<file path="config.mk">
export PLATFORM = sky130hd
export DESIGN_NAME = pipe_stage_reg
export DESIGN_NICKNAME = d
export VERILOG_FILES = /design/src/rtl/pipe_pkg.sv /design/src/rtl/pipe_slot_reg.sv /design/src/rtl/pipe_stage_reg.sv
export SDC_FILE = /design/constraint.sdc
export NUM_CORES = 1
export LEC_CHECK = 0
export BUFFER_PORTS_ARGS = -buffer_cell sky130_fd_sc_hd__buf_4
export CAP_MARGIN = 0
export CORE_MARGIN = 4
export CORE_UTILIZATION = 48
export CTS_CLUSTER_SIZE = 12
export DETAILED_ROUTE_END_ITERATION = 10
export PLACE_DENSITY = 0.82
export SLEW_MARGIN = 30
export SYNTH_ARGS = -nofsm -noshare
export SYNTH_HDL_FRONTEND = slang
export SYNTH_SLANG_ARGS = --single-unit
export TNS_END_PERCENT = 1
</file>
<file path="constraint.sdc">
create_clock -name CLK -period 1.9 [get_ports CLK]
set_clock_uncertainty 0.2 [all_clocks]
set_input_delay 0.095 -clock CLK [delete_from_list [all_inputs] [get_ports CLK]]
set_output_delay 0.095 -clock CLK [all_outputs]
set_load 0.01 [all_outputs]
</file>
<file path="src/rtl/pipe_pkg.sv">
// Shared definitions for the inter-stage pipeline registers.
//  - stage_state_e : occupancy of one stage (empty / main only / main + skid)
//  - per-stage control field widths and the NOP control encodings that each
//    stage passes as CTRL_NOP, chosen so every enable field decodes inactive.
package pipe_pkg;

    typedef enum logic [1:0] {
        ST_EMPTY = 2'd0,
        ST_ONE   = 2'd1,
        ST_FULL  = 2'd2
    } stage_state_e;

    // Control field widths carried through the pipeline.
    localparam int ALU_OP_W   = 5;
    localparam int MEM_OP_W   = 3;
    localparam int WB_SEL_W   = 2;
    localparam int IMM_SEL_W  = 3;

    localparam int IFID_CTRL_W  = 16;
    localparam int IDEX_CTRL_W  = 16;
    localparam int EXMEM_CTRL_W = 16;
    localparam int MEMWB_CTRL_W = 16;

    // Bubble encodings: every write/enable bit is zero, op fields select
    // a harmless default.
    localparam logic [IFID_CTRL_W-1:0]  IFID_CTRL_NOP  = 16'h0000;
    localparam logic [IDEX_CTRL_W-1:0]  IDEX_CTRL_NOP  = 16'h0000;
    localparam logic [EXMEM_CTRL_W-1:0] EXMEM_CTRL_NOP = 16'h0000;
    localparam logic [MEMWB_CTRL_W-1:0] MEMWB_CTRL_NOP = 16'h0000;

endpackage

</file>
<file path="src/rtl/pipe_slot_reg.sv">
// One storage slot of a pipeline stage: a valid flag plus payload and control.
// Ports:
//  CLK, RESET           clock, synchronous active-high reset
//  clear                drop the entry (valid -> 0, payload held)
//  load                 capture load_data/load_ctrl and mark valid
//  load_data/load_ctrl  value captured on load
//  valid, data, ctrl    registered slot contents
// clear wins over load; RESET wins over both and zeroes the contents.
module pipe_slot_reg #(
    parameter int DATA_W = 32,
    parameter int CTRL_W = 16
) (
    input  logic              CLK,
    input  logic              RESET,
    input  logic              clear,
    input  logic              load,
    input  logic [DATA_W-1:0] load_data,
    input  logic [CTRL_W-1:0] load_ctrl,
    output logic              valid,
    output logic [DATA_W-1:0] data,
    output logic [CTRL_W-1:0] ctrl
);

    logic              valid_reg;
    logic [DATA_W-1:0] data_reg;
    logic [CTRL_W-1:0] ctrl_reg;

    always_ff @(posedge CLK) begin
        if (RESET) begin
            valid_reg <= 1'b0;
            data_reg  <= '0;
            ctrl_reg  <= '0;
        end else if (clear) begin
            // Payload is left as-is so the output stays defined but quiet.
            valid_reg <= 1'b0;
        end else if (load) begin
            valid_reg <= 1'b1;
            data_reg  <= load_data;
            ctrl_reg  <= load_ctrl;
        end
    end

    assign valid = valid_reg;
    assign data  = data_reg;
    assign ctrl  = ctrl_reg;

endmodule

</file>
<file path="src/rtl/pipe_stage_reg.sv">
// Generic inter-stage pipeline register with valid/ready handshake.
// A main slot presents the oldest entry; with SKID=1 a second skid slot
// absorbs one extra entry so IN_READY can be a register.
// Ports:
//  CLK, RESET                      clock, synchronous active-high reset
//  FLUSH                           drop everything held and incoming
//  IN_VALID/IN_READY/IN_DATA/IN_CTRL      upstream handshake + payload
//  OUT_VALID/OUT_READY/OUT_DATA/OUT_CTRL  downstream handshake + payload
//  OUT_COUNT                       number of entries held (0..2)
// OUT_CTRL shows CTRL_NOP whenever OUT_VALID is low.
module pipe_stage_reg
    import pipe_pkg::*;
#(
    parameter int              DATA_W   = 32,
    parameter int              CTRL_W   = 16,
    parameter logic [CTRL_W-1:0] CTRL_NOP = '0,
    parameter bit              SKID     = 1'b1
) (
    input  logic              CLK,
    input  logic              RESET,
    input  logic              FLUSH,
    input  logic              IN_VALID,
    output logic              IN_READY,
    input  logic [DATA_W-1:0] IN_DATA,
    input  logic [CTRL_W-1:0] IN_CTRL,
    output logic              OUT_VALID,
    input  logic              OUT_READY,
    output logic [DATA_W-1:0] OUT_DATA,
    output logic [CTRL_W-1:0] OUT_CTRL,
    output logic [1:0]        OUT_COUNT
);

    stage_state_e state_reg;
    stage_state_e state_next;

    logic              in_fire;
    logic              out_fire;

    logic              main_load;
    logic              main_clear;
    logic              main_from_skid;
    logic              skid_load;
    logic              skid_clear;

    logic              main_valid;
    logic [DATA_W-1:0] main_data;
    logic [CTRL_W-1:0] main_ctrl;
    logic              skid_valid;
    logic [DATA_W-1:0] skid_data;
    logic [CTRL_W-1:0] skid_ctrl;

    logic [DATA_W-1:0] main_load_data;
    logic [CTRL_W-1:0] main_load_ctrl;

    assign in_fire  = IN_VALID & IN_READY;
    assign out_fire = main_valid & OUT_READY;

    // ------------------------------------------------------------------
    // State register
    // ------------------------------------------------------------------
    always_ff @(posedge CLK) begin
        if (RESET) begin
            state_reg <= ST_EMPTY;
        end else begin
            state_reg <= state_next;
        end
    end

    // ------------------------------------------------------------------
    // Next state and slot controls
    // ------------------------------------------------------------------
    always_comb begin
        state_next     = state_reg;
        main_load      = 1'b0;
        main_clear     = 1'b0;
        main_from_skid = 1'b0;
        skid_load      = 1'b0;
        skid_clear     = 1'b0;

        if (FLUSH) begin
            // Anything accepted this cycle is dropped along with held entries.
            state_next = ST_EMPTY;
            main_clear = 1'b1;
            skid_clear = 1'b1;
        end else begin
            case (state_reg)
                ST_EMPTY: begin
                    if (in_fire) begin
                        main_load  = 1'b1;
                        state_next = ST_ONE;
                    end
                end
                ST_ONE: begin
                    if (in_fire && out_fire) begin
                        main_load = 1'b1;
                    end else if (in_fire && SKID) begin
                        // Downstream stalled: park the new entry behind main.
                        skid_load  = 1'b1;
                        state_next = ST_FULL;
                    end else if (out_fire) begin
                        main_clear = 1'b1;
                        state_next = ST_EMPTY;
                    end
                end
                ST_FULL: begin
                    if (out_fire) begin
                        main_load      = 1'b1;
                        main_from_skid = 1'b1;
                        skid_clear     = 1'b1;
                        state_next     = ST_ONE;
                    end
                end
                default: begin
                    state_next = ST_EMPTY;
                end
            endcase
        end
    end

    // Main slot refills from the skid slot when draining FULL, else upstream.
    assign main_load_data = main_from_skid ? skid_data : IN_DATA;
    assign main_load_ctrl = main_from_skid ? skid_ctrl : IN_CTRL;

    pipe_slot_reg #(
        .DATA_W (DATA_W),
        .CTRL_W (CTRL_W)
    ) u_main (
        .CLK       (CLK),
        .RESET     (RESET),
        .clear     (main_clear),
        .load      (main_load),
        .load_data (main_load_data),
        .load_ctrl (main_load_ctrl),
        .valid     (main_valid),
        .data      (main_data),
        .ctrl      (main_ctrl)
    );

    generate
        if (SKID) begin : g_skid
            logic in_ready_reg;

            pipe_slot_reg #(
                .DATA_W (DATA_W),
                .CTRL_W (CTRL_W)
            ) u_skid (
                .CLK       (CLK),
                .RESET     (RESET),
                .clear     (skid_clear),
                .load      (skid_load),
                .load_data (IN_DATA),
                .load_ctrl (IN_CTRL),
                .valid     (skid_valid),
                .data      (skid_data),
                .ctrl      (skid_ctrl)
            );

            // Registered from the next state so upstream sees no
            // combinational path from OUT_READY.
            always_ff @(posedge CLK) begin
                if (RESET) begin
                    in_ready_reg <= 1'b1;
                end else begin
                    in_ready_reg <= (state_next != ST_FULL);
                end
            end

            assign IN_READY = in_ready_reg;
        end else begin : g_no_skid
            assign skid_valid = 1'b0;
            assign skid_data  = '0;
            assign skid_ctrl  = '0;
            assign IN_READY   = OUT_READY | ~main_valid;
        end
    endgenerate

    // ------------------------------------------------------------------
    // Outputs: bubbles never expose stale control
    // ------------------------------------------------------------------
    assign OUT_VALID = main_valid;
    assign OUT_DATA  = main_data;
    assign OUT_CTRL  = main_valid ? main_ctrl : CTRL_NOP;
    assign OUT_COUNT = {1'b0, main_valid} + {1'b0, skid_valid};

endmodule
</file>
==> impl_metrics.tcl <==
set metrics [dict create \
    ys_seq_area_frac 0.4804 \
    antenna_cells 0 \
    dr_wl_met3_um 994 \
    top_layer_used "met4" \
    rsz0062_at_grt "yes" \
    fp.dieH_um 101.6 \
    wl_per_cell_um 16.75 \
    ys.flop_type "dfxtp_1" \
    gp_congestion 0.8001 \
    syn_avg_cell_area_um2 8.079 \
    final_layout_size_suffix_gt1_frac 0.2920 \
    num_io_pins 105 \
    gr-total-overflow 0 \
    finalNetCount 735 \
    period_share 1.056 \
    drc 0 \
    p_leak_nw 2.499 \
    worst-path-max-fanout 10 \
    clk_latency_ps 360 \
    placed_area_mm2 0.005142 \
    swShare 0.2650 \
    combPwrFrac 0.164 \
    setup_slack_ps -106.7 \
    cts-root-buf "clkbuf_8" \
    die_w_um 101.6 \
    power_frac_clock 0.317 \
    violations "negative setup slack" \
    dr.pass1.iters 5 \
    fmax_ghz 0.4983 \
    synth_nets 575 \
    clk_pin_slew_ps 110 \
    tritoncts "done" \
    grt_start_max_net_pins 54 \
    hp-class "in2reg" \
    num_vias 4380 \
    fin_area_mm2 0.006264 \
    io_buffers 104 \
    area_delta_synth_final_pct 48.81 \
    start_util 0.5022 \
    synth_cell_types 27 \
    slew_violations 0 \
    route.met2.wl_um 6673 \
    antenna_found_initial 0 \
    worst_setup_path_start_kind "flip-flop" \
    drt_iter0_drc 334 \
    internal-power_mw 3.204 \
    synthArstFlopShare 0 \
    setup_viol 48 \
    finalSetupTns_ps -2458 \
    synth_edf_count 0 \
    status "finished, violations left" \
    hold_viol_final 0 \
    core-area_mm2 0.008382 \
    irDropWorstVdd_mv 0.3792 \
    cp-end-kind "flip-flop" \
    cp.arrival_ps 2070 \
    synthCells 521 \
    yosys_warnings 0 \
    fp-row-count 33 \
    powerDensity_mw_per_mm2 695.9 \
    grt_pass1_vias 3906 \
    cap_violations 0 \
    wl_met1_um 5226 \
    clock-sinks 101 \
    ctsHtreeMaxLevel 3 \
    hpwl_um 7187 \
    power.switching_mw 1.155 \
    ys_ff_latch 101 \
    period_needed_ps 2007 \
    grt_pass1_wl_um 18040 \
    cts.path.max_buffers 2 \
    viasPerCell 5.544 \
    cts_inserted_buffers 9 \
    grt_usage 0.2187 \
    max_slew_margin 0.7369 \
    dpl_worst_slack_ps -43.39 \
    drt_wl_total_um 13230 \
    worst_pin_slew_ps 392.6 \
    die_area_mm2 0.01033 \
    required_ps 1960 \
    syn-cell-area_mm2 0.004209 \
    critical_path_class "reg2reg" \
    drtAntennaViolNets 0 \
    pwr-share-seq 0.519 \
    reg2reg_slack_ps -110 \
]
-- cell type report --
class / count / area (um^2)
Fill cell: 563 / 2118
Clock inverter: 6 / 72.57
Inverter: 1 / 3.754
Tap cell: 105 / 131.4
Timing Repair Buffer: 192 / 1832
Multi-Input combinational cell: 376 / 2076
Clock buffer: 9 / 123.9
Sequential cell: 101 / 2024
-- metal layers --
layer  up-vias  track usage
li1       2066            -
met1      2059       0.2609
met2       216       0.3697
met3        39      0.06267
met4         0      0.08896
met5         -            0
-- power groups by stage --
stage	clock network [mW]	registers [mW]	logic [mW]
2_1_floorplan	0	2.32	0.257
3_3_place_gp	0	2.30	0.507
3_5_place_dp	0	2.30	0.520
4_1_cts	1.39	2.26	0.606
5_1_grt	1.49	2.27	0.766
6_report	1.38	2.26	0.714
-- cells in the mapped netlist (2+ instances only) --
cell      count  share of area
buf_2        17          0.020
clkbuf_1     20          0.018
a311oi_2     20          0.071
dfxtp_1     101           0.48
a21oi_1      48          0.057
nand2b_1      2         0.0030
nand2_1     195           0.17
a311oi_1     28          0.058
and2_1       18          0.027
nor2_1       50          0.045
buf_4         6          0.011
-- worst paths after layout --
kind,start,end,depth (start not counted)
hold reg to reg,g_skid.u_skid.data[7]$_SDFFE_PP0P_,g_skid.u_skid.data[7]$_SDFFE_PP0P_,2
setup / recovery,state_reg[0]$_SDFF_PP0_,u_main.data[8]$_SDFFE_PP0P_,6
hold / removal,FLUSH,g_skid.u_skid.ctrl[10]$_SDFFE_PP0P_,5
setup reg to reg,state_reg[0]$_SDFF_PP0_,u_main.data[8]$_SDFFE_PP0P_,6
-- cells by family (layout without fill, tap and decap cells) --
| logic type | Yosys count | after routing | synth area share |
|---|---|---|---|
| and+or+nand+nor | 271 | 271 | 0.2592 |
| AOI/OAI and AO/OA | 102 | 102 | 0.2027 |
| DFF | 101 | 101 | 0.4804 |
| buffers and inverters | 44 | 208 | 0.04964 |
| muxes | 2 | 2 | 0.005053 |
| adders and majority gates | 1 | 1 | 0.002972 |
-- placed cells by master (no fill, tap or decap), drive strengths merged --
cell	synthesis	final
or4	1	1
clkbuf	20	15
ha	1	1
o22ai	1	1
mux2	1	1
nand2b	2	2
o221a	1	1
o32ai	1	1
a311oi	48	48
nor2	50	50
clkinvlp	0	3
a21boi	1	1
and2	18	18
inv	1	3
o21ai	1	1
nand2	195	195
o211a	1	1
bufinv	0	1
nand3	1	1
nand4b	1	1
or2	2	2
dfxtp	101	101
nor4	1	1
mux2i	1	1
dlygate4sd3	0	51
buf	23	135
a21oi	48	48
-- critical path, cell delays in order (launching register included) --
cell      delay, ps
dfxtp_1         370
nand4b_1        430
o32ai_4         260
buf_6           210
buf_12          140
nor2_1           40
a311oi_1        240
-- repair_timing --
item                                   in CTS  in global routing
setup endpoints to repair                  42                 80
hold buffers                               51                  0
buffers inserted                            0                  7
cloned                                      0                  9
pin swaps                                  10                 35
endpoints found under the hold margin     101                  0
gates resized for setup                     1                 41
-- per-stage QoR --
stage          instances  utilization  power [mW]  hold slack, ps
4_1_cts              774       0.6983       4.253           68.37
6_report             790       0.7473       4.359           101.4
2_1_floorplan        521            -       2.574           30.96
5_1_grt              790       0.7473       4.525           109.7
3_3_place_gp         708       0.6135       2.809           154.2
3_5_place_dp         708       0.6135       2.825           162.2
Note: power is estimated with default switching activity, not from simulation.
